[src/rtl/mix_columns_if.sv]
// mix_columns_if: byte-stream bus for mix_columns_serial
//  din/en_din/final_rnd (and inv when MIXCOL_INV_EN is defined) flow master->slave;
//  dout/en_dout/busy/ovf/blk flow slave->master.
interface mix_columns_if #(
   parameter int CNT_W = 8
);
   logic [7:0]       din;
   logic             en_din;
   logic             final_rnd;
`ifdef MIXCOL_INV_EN
   logic             inv;
`endif
   logic [7:0]       dout;
   logic             en_dout;
   logic             busy;
   logic             ovf;
   logic [CNT_W-1:0] blk;
`ifdef MIXCOL_INV_EN
   modport master (output din, en_din, final_rnd, inv, input dout, en_dout, busy, ovf, blk);
   modport slave  (input din, en_din, final_rnd, inv, output dout, en_dout, busy, ovf, blk);
`else
   modport master (output din, en_din, final_rnd, input dout, en_dout, busy, ovf, blk);
   modport slave  (input din, en_din, final_rnd, output dout, en_dout, busy, ovf, blk);
`endif
endinterface

[src/rtl/mix_columns_serial.sv]
// mix_columns_serial: byte-serial AES MixColumns, buffers a row-major 16-byte state and streams it back out
//  clk, rst_n (async active-low); bus.slave: din/en_din/final_rnd in, dout/en_dout/busy/ovf/blk out.
//  MIXCOL_INV_EN adds bus.inv, sampled with byte 0, selecting InvMixColumns.
module mix_columns_serial #(
   parameter int NB_BYTES = 16,
   parameter int CNT_W    = 8
) (
   input logic          clk,
   input logic          rst_n,
   mix_columns_if.slave bus
);
   typedef enum logic [1:0] {IDLE, LOAD, COMPUTE, OUT} state_t;
   state_t           state, state_nx;
   logic [CNT_W-1:0] cnt;
   logic [7:0]       mem [NB_BYTES];
   logic [7:0]       a [4];
   logic [7:0]       r [4];
   logic [3:0]       coef [4];
   logic             byp;
`ifdef MIXCOL_INV_EN
   logic             inv_q;
`endif

   function automatic logic [7:0] xt(input logic [7:0] b);
      return {b[6:0], 1'b0} ^ (b[7] ? 8'h1b : 8'h00);
   endfunction

   // constant multiply as a sum of xt powers selected by the coefficient bits
   function automatic logic [7:0] gm(input logic [7:0] b, input logic [3:0] c);
      logic [7:0] x1, x2, x3;
      x1 = xt(b);
      x2 = xt(x1);
      x3 = xt(x2);
      return (c[0] ? b : 8'h00) ^ (c[1] ? x1 : 8'h00) ^ (c[2] ? x2 : 8'h00) ^ (c[3] ? x3 : 8'h00);
   endfunction

   always_ff @(posedge clk or negedge rst_n)
      if (!rst_n) state <= IDLE;
      else        state <= state_nx;

   always_comb begin
      state_nx = state;
      case (state)
         IDLE:    state_nx = bus.en_din ? LOAD : IDLE;
         LOAD:    state_nx = (bus.en_din && cnt == CNT_W'(NB_BYTES - 1)) ? COMPUTE : LOAD;
         COMPUTE: state_nx = (cnt == CNT_W'(3)) ? OUT : COMPUTE;
         default: state_nx = (cnt == CNT_W'(NB_BYTES)) ? IDLE : OUT;
      endcase
   end

   // row r of the matrix uses coefficient coef[(j-r) mod 4] for column byte a[j]
   always_comb begin
`ifdef MIXCOL_INV_EN
      coef = inv_q ? '{4'he, 4'hb, 4'hd, 4'h9} : '{4'h2, 4'h3, 4'h1, 4'h1};
`else
      coef = '{4'h2, 4'h3, 4'h1, 4'h1};
`endif
      a[0] = mem[{2'd0, cnt[1:0]}];
      a[1] = mem[{2'd1, cnt[1:0]}];
      a[2] = mem[{2'd2, cnt[1:0]}];
      a[3] = mem[{2'd3, cnt[1:0]}];
      for (int i = 0; i < 4; i++) begin
         r[i] = 8'h00;
         for (int j = 0; j < 4; j++) r[i] = r[i] ^ gm(a[j], coef[2'(j - i)]);
      end
   end

   // IDLE always has cnt=0, so byte 0 and later bytes share the same write path
   always_ff @(posedge clk)
      if (bus.en_din && (state == IDLE || state == LOAD)) mem[cnt[3:0]] <= bus.din;
      else if (state == COMPUTE && !byp) begin
         mem[{2'd0, cnt[1:0]}] <= r[0];
         mem[{2'd1, cnt[1:0]}] <= r[1];
         mem[{2'd2, cnt[1:0]}] <= r[2];
         mem[{2'd3, cnt[1:0]}] <= r[3];
      end

   always_ff @(posedge clk or negedge rst_n)
      if (!rst_n) begin
         cnt         <= '0;
         byp         <= 1'b0;
`ifdef MIXCOL_INV_EN
         inv_q       <= 1'b0;
`endif
         bus.dout    <= 8'h00;
         bus.en_dout <= 1'b0;
         bus.ovf     <= 1'b0;
         bus.blk     <= '0;
      end else begin
         if (bus.en_din && (state == COMPUTE || state == OUT)) bus.ovf <= 1'b1;
         case (state)
            IDLE: if (bus.en_din) begin
               cnt   <= CNT_W'(1);
               byp   <= bus.final_rnd;
`ifdef MIXCOL_INV_EN
               inv_q <= bus.inv;
`endif
            end
            LOAD:    if (bus.en_din) cnt <= (cnt == CNT_W'(NB_BYTES - 1)) ? '0 : cnt + 1'b1;
            COMPUTE: cnt <= (cnt == CNT_W'(3)) ? '0 : cnt + 1'b1;
            default: if (cnt == CNT_W'(NB_BYTES)) begin
               cnt         <= '0;
               bus.en_dout <= 1'b0;
               bus.blk     <= bus.blk + 1'b1;
            end else begin
               cnt         <= cnt + 1'b1;
               bus.dout    <= mem[cnt[3:0]];
               bus.en_dout <= 1'b1;
            end
         endcase
      end

   assign bus.busy = (state != IDLE);
endmodule

[src/flat_wrapper.sv]
// flat-port wrapper written by rule: the top's interface ports become plain ports
module mix_columns_serial_flat 
#(
   parameter int NB_BYTES = 16,
   parameter int CNT_W    = 8
)
  (clk, rst_n, bus_din, bus_en_din, bus_final_rnd, bus_dout, bus_en_dout, bus_busy, bus_ovf, bus_blk);
  mix_columns_if #(.CNT_W(CNT_W)) bus_i ();
  input logic clk;
  input logic rst_n;
  input wire logic [$bits(bus_i.din)-1:0] bus_din;
  input wire logic [$bits(bus_i.en_din)-1:0] bus_en_din;
  input wire logic [$bits(bus_i.final_rnd)-1:0] bus_final_rnd;
  output wire logic [$bits(bus_i.dout)-1:0] bus_dout;
  output wire logic [$bits(bus_i.en_dout)-1:0] bus_en_dout;
  output wire logic [$bits(bus_i.busy)-1:0] bus_busy;
  output wire logic [$bits(bus_i.ovf)-1:0] bus_ovf;
  output wire logic [$bits(bus_i.blk)-1:0] bus_blk;
  assign bus_i.din = bus_din;
  assign bus_i.en_din = bus_en_din;
  assign bus_i.final_rnd = bus_final_rnd;
  assign bus_dout = bus_i.dout;
  assign bus_en_dout = bus_i.en_dout;
  assign bus_busy = bus_i.busy;
  assign bus_ovf = bus_i.ovf;
  assign bus_blk = bus_i.blk;
  mix_columns_serial #(.NB_BYTES(NB_BYTES), .CNT_W(CNT_W)) u_core (.clk(clk), .rst_n(rst_n), .bus(bus_i));
endmodule
[config.mk]
export PLATFORM = sky130hd
export DESIGN_NAME = mix_columns_serial_flat
export DESIGN_NICKNAME = d
export VERILOG_FILES = /design/src/rtl/mix_columns_if.sv /design/src/rtl/mix_columns_serial.sv /design/src/flat_wrapper.sv
export SDC_FILE = /design/constraint.sdc
export NUM_CORES = 1
export LEC_CHECK = 0
export ABC_AREA = 1
export ABC_CLOCK_PERIOD_IN_PS = 5300
export CAP_MARGIN = 10
export CORE_MARGIN = 5
export CORE_UTILIZATION = 55
export DETAILED_ROUTE_END_ITERATION = 6
export GPL_ROUTABILITY_DRIVEN = 0
export HOLD_SLACK_MARGIN = 0.08
export PLACE_DENSITY = 0.84
export SLEW_MARGIN = 10
export SYNTH_ARGS = -nofsm -noshare
export SYNTH_HDL_FRONTEND = slang
export SYNTH_SLANG_ARGS = --single-unit
[constraint.sdc]
create_clock -name clk -period 5.3 [get_ports clk]
set_input_delay 0.795 -clock clk [delete_from_list [all_inputs] [get_ports clk]]
set_output_delay 0.795 -clock clk [all_outputs]
set_load 0.02 [all_outputs]
# Word level (Yosys, flattened, before mapping)
# Memory sizes are Yosys's and may differ from the RTL's. A register that Yosys moved wholly into a read port is not among the register bits.
# Index checks and enable logic that the tools add are counted.
[op_classes] n_eq_ne=8 bitwise_logic=14 n_reduce_logical=16 addsub=2 mux=24
[ops] cell="XOR 8 bit" n=11
[ops] cell="two-way mux 8 bit" n=6
[ops] cell="case mux 8 bit (3 select lines)" n=1
[ops] cell="two-way mux 5 bit" n=4
[ops] cell="adder 8 x 1 -> 8 bit (second input constant)" n=2
[ops] cell="two-way mux 1 bit" n=9
[ops] cell="equality test 8 x 2 -> 1 bit (second input constant)" n=1
[ops] cell="equality test 8 x 4 -> 1 bit (second input constant)" n=1
[ops] cell="equality test 8 x 5 -> 1 bit (second input constant)" n=1
[ops] cell="AND reduction 2 bit" n=4
[ops] cell="OR reduction 8 bit" n=1
[ops] cell="XOR 8 x 5 -> 8 bit" n=1
[ops] cell="case mux 2 bit (3 select lines)" n=1
[ops] cell="equality test 2 bit (second input constant)" n=2
[ops] cell="logical AND 1 bit" n=4
[ops] cell="two-way mux 2 bit" n=2
[ops] cell="two-way mux 4 bit" n=1
[ops] cell="!= test 2 bit (second input constant)" n=2
[ops] cell="OR reduction 3 bit" n=1
[ops] cell="equality test 2 x 1 -> 1 bit (second input constant)" n=1
[ops] cell="logical NOT 1 bit" n=2
[ops] cell="logical NOT 2 bit" n=1
[ops] cell="logical OR 1 bit" n=2
[ops] cell="NOT 1 bit" n=2
[ops] cell="nonzero test 2 bit" n=1
[word_totals] ram_bits=128 output_inout_bits=19 register_bits=21 input_bits=12 n_memories=1
[memory_table] memory="u_core.mem" depth=16 word_bits=8 rd=5 rd_clocked_by_memory_dff=1 wr=4 line="mix_columns_serial.sv:15" source="logic [7:0] mem [NB_BYTES];"

# Depth between registers and ports, before layout
[logic_depth] word_depth=7 ltp_mapped=15

# Worst setup path before layout
# No wires, ideal clock.
[synth_path] path_type="input port to flip-flop" startpoint="input bus_en_din" endpoint="memory u_core.mem[10][0], enable pin" slack_ps=3009 t_required_ps=4916 path_buffers=0 stages=4 arrival_time_ps=1907 setup_time_ps=384 cell_sequence="inv_1 -> o21ai_0 -> nand2_1 -> o21ai_0"
[synth_rtl] item="start: declaration" line="flat_wrapper.sv:12" source="input wire logic [$bits(bus_i.en_din)-1:0] bus_en_din;"
[synth_rtl] item="end: declaration" line="mix_columns_serial.sv:15"

==> impl_metrics.toml <==
[status]
status = "complete, no violations"

[finish]
fin_area_sq_um = 9840
nets = 1045
num_antenna_cells = 0
final_cell_count_no_fill = 1256
final_layout_size_suffix_gt1_frac = 0.106
final_util = 0.622
area_growth_pct = 11.3

[placed_design]
post-place-cells = 1224
dpl.hpwl_mm = 17.2
port-buffer-count = 30
place_area_sq_um = 9290

[pwr]
p_int_mw = 3.23
comb_power_share = 0.555
switching_power_mw = 3.15
seqPwrFrac = 0.260
powerDensity_nw_per_um2 = 648
finalPower_mw = 6.38
clockPowerShare = 0.184
netSwitchingFraction = 0.493
leakage_nw = 4.09
peakVddDrop_mv = 0.416

[floorplanning]
num_rows = 46
die_h_microns = 137
dieArea_sq_um = 18700
core_sq_um = 15800
die-width_microns = 137
pin_count = 31
start_util = 0.559

[logic_synthesis]
syn_avg_cell_area_sq_um = 8.83
synthSimpleGateAreaFrac = 0.293
synth_edf_count = 128
synthArstFlopShare = 0.185
netlist_top_cells_area = "edfxtp_1 (43%), nand2_1 (14%), nand3_1 (9.5%)"
synth-seq-cells = 157
synth_top_area_share = 0.435
seq_area_frac_synth = 0.517
yosysTopAreaCell = "edfxtp_1"
ys_warn_count = 0
syn_nets = 1020
synth_mux_area_frac = 0.00255
ys.flop_type = "edfxtp_1"
synth_adder_area_share = 0.00849
synth-xor-area-share = 0.0591
syn_inst = 1002
netlist_area_sq_um = 8840
synth_compound_area_frac = 0.0652
synth_top_family_by_area = "simple AND/OR/NAND/NOR gates"
synth_cell_types = 43

[timing]
worstMarginPinSlew_ns = 1.17
finalMaxSlewViolations = 0
setup_tns_ns = 0
rsz0062_at_grt = "no"
min_period_ns = 2.92
finalHoldViolCount = 0
slew_headroom = 0.218
max_freq_mhz = 343
setup_viol = 0
clock_skew_ns = 0.0110
timing.final.crit_share = 0.551

[worst_setup_path]
cpMostUsedCell = "nand2_1"
startpoint = "u_core.state[1]"
critPathKind = "flop to flop"
cp_top_family = "simple AND/OR/NAND/NOR gates"
max_stage_delay_ns = 0.78
rr_worst_depth = 9
critical_path_required_ns = 5.47
endpoint_kind = "flop"
crit_fanout = 27
cp_slowest_cell = "nand2_1"
worstPathArrival_ns = 3.09
r2r-start = "u_core.state[1]"
cp.buffers_inverters = 4
crit_path_start_kind = "flop"
crit-reg2reg-capture = "u_core.mem[5][4]"
crit_chain = "inv_2, nor2_1, inv_1, nor2_2, buf_4, nand2_1, clkinv_1, nand3_1, nand2_1"
r2r_setup_slack_ns = 2.38

[clock_tree]
clk_pin_slew_ns = 0.06
clkLatencyLatePin_ns = 0.44
clock-sinks = 157
cts_resized = 0
numCtsBuffers = 17
post-cts-setup-buffer-count = 0
cts_tree = "done"
ctsHtreeMaxLevel = 4
clockBufferDepth = 2
postCtsHoldBufs = 0
clockRootBuffer = "clkbuf_16"

[job]
cap_violations = 0

[grt]
grt_pass1_vias = 7258
overflow = 0
grt_start_max_net_pins = 74
grt_usage = 0.281
antenna_found_initial = 0
grt_pass1_wl_mm = 39.3

[drt]
drt_iter0_drc = 1111
remaining_drc_errors = 0
wl_mm = 25.1
vias = 7631
vias_per_cell = 6.08
dr.pass1.iters = 7
ant_nets = 0
wl_per_cell_microns = 20.0

[min_path]
hold_path_end = "u_core.bus.ovf"
holdCritStartpoint = "u_core.bus.ovf"
hold_depth = 1
hold_path_class = "flop to flop"
-- cells in the final DEF, fill, tap and decap left out, drive strengths merged --
master and n:
nand2 346, nand3 175, edfxtp 128, o21ai 76, inv 64, xor2 37
nor2 33, clkdlybuf4s50 30, dfrtp 29, clkbuf 17, buf 14, clkinv 11
a21oi 10, xnor2 9, and2 8, or2 8, a31oi 7, ha 6
nand4 5, o22ai 5, nand3b 3, clkinvlp 3, nor3 2, o211ai 2
mux2 2, bufinv 2, o31ai 2, a21boi 1, o41ai 1, o22a 1
and3 1, a41oi 1, o21bai 1
-- flip-flops by register name (all words and copies together) (netlist names) --
| name | flops |
|---|---|
| u_core.bus.dout | 8 |
| u_core.state | 2 |
| u_core.cnt | 8 |
| u_core.bus.blk | 8 |
| u_core.bus.ovf | 1 |
| u_core.byp | 1 |
| u_core.mem | 128 |
| u_core.bus.en_dout | 1 |
-- cell families after synthesis --
family,after synthesis
flops,157
fa+ha+maj,6
simple gates,581
mux,2
xor+xnor,46
compound gates,107
buf+inv,103
-- routing by layer --
metal | wire [microns] | global-route usage | part of all wire
met1 | 9060 | 0.363 | 0.36
met5 | 0 | 0.00556 | 0
met4 | 1500 | 0.147 | 0.060
met3 | 3180 | 0.0743 | 0.13
met2 | 11300 | 0.437 | 0.45
-- Yosys cell counts (all sizes together), types with 3 or more instances --
cell type  number
a21oi          10
ha              6
nand3b          3
nand3         175
and2            8
clkbuf         10
or2             8
o22ai           5
inv            63
a31oi           7
buf            28
nand4           5
dfrtp          29
xor2           37
o21ai          76
xnor2           9
nand2         346
nor2           33
edfxtp        128
-- stage by stage --
step           setup WS (ns)  hold WS (ns)
3_3_place_gp            1.99         0.479
6_report                2.38         0.490
5_1_grt                 2.26         0.508
3_5_place_dp            1.88         0.471
2_1_floorplan           3.01         0.499
4_1_cts                 2.16         0.495
-- power groups by stage --
stage	combinational (mW)	clock (mW)	sequential, mW
6_report	3.54	1.18	1.66
5_1_grt	3.83	1.22	1.67
4_1_cts	3.42	1.17	1.66
3_5_place_dp	3.39	0	1.68
3_3_place_gp	3.30	0	1.67
2_1_floorplan	2.53	0	1.70
-- worst max-delay path by stage --
stage                         to  cells after the start
4_1_cts         u_core.mem[8][3]                      9
6_report        u_core.mem[5][4]                      9
3_5_place_dp    u_core.mem[8][1]                      5
5_1_grt        u_core.mem[14][4]                      6
2_1_floorplan  u_core.mem[10][0]                      4
3_3_place_gp    u_core.mem[8][1]                      5
-- worst reg2reg max path, cell delays in order (launching register included) --
cell	delay [ns]
dfrtp_1	0.48
inv_2	0.09
nor2_1	0.05
inv_1	0.09
nor2_2	0.04
buf_4	0.22
nand2_1	0.78
clkinv_1	0.60
nand3_1	0.22
nand2_1	0.09
-- area by class of cell --
cell class | count | area [sq um]
clock buffers | 17 | 425
flip-flops and latches | 157 | 4570
clock inverters | 15 | 129
well taps | 216 | 270
fillers | 1289 | 5990
multi-input cells | 742 | 3790
repair buffers | 44 | 405
inverters | 65 | 246
Note: power is estimated with default switching activity, not from simulation.
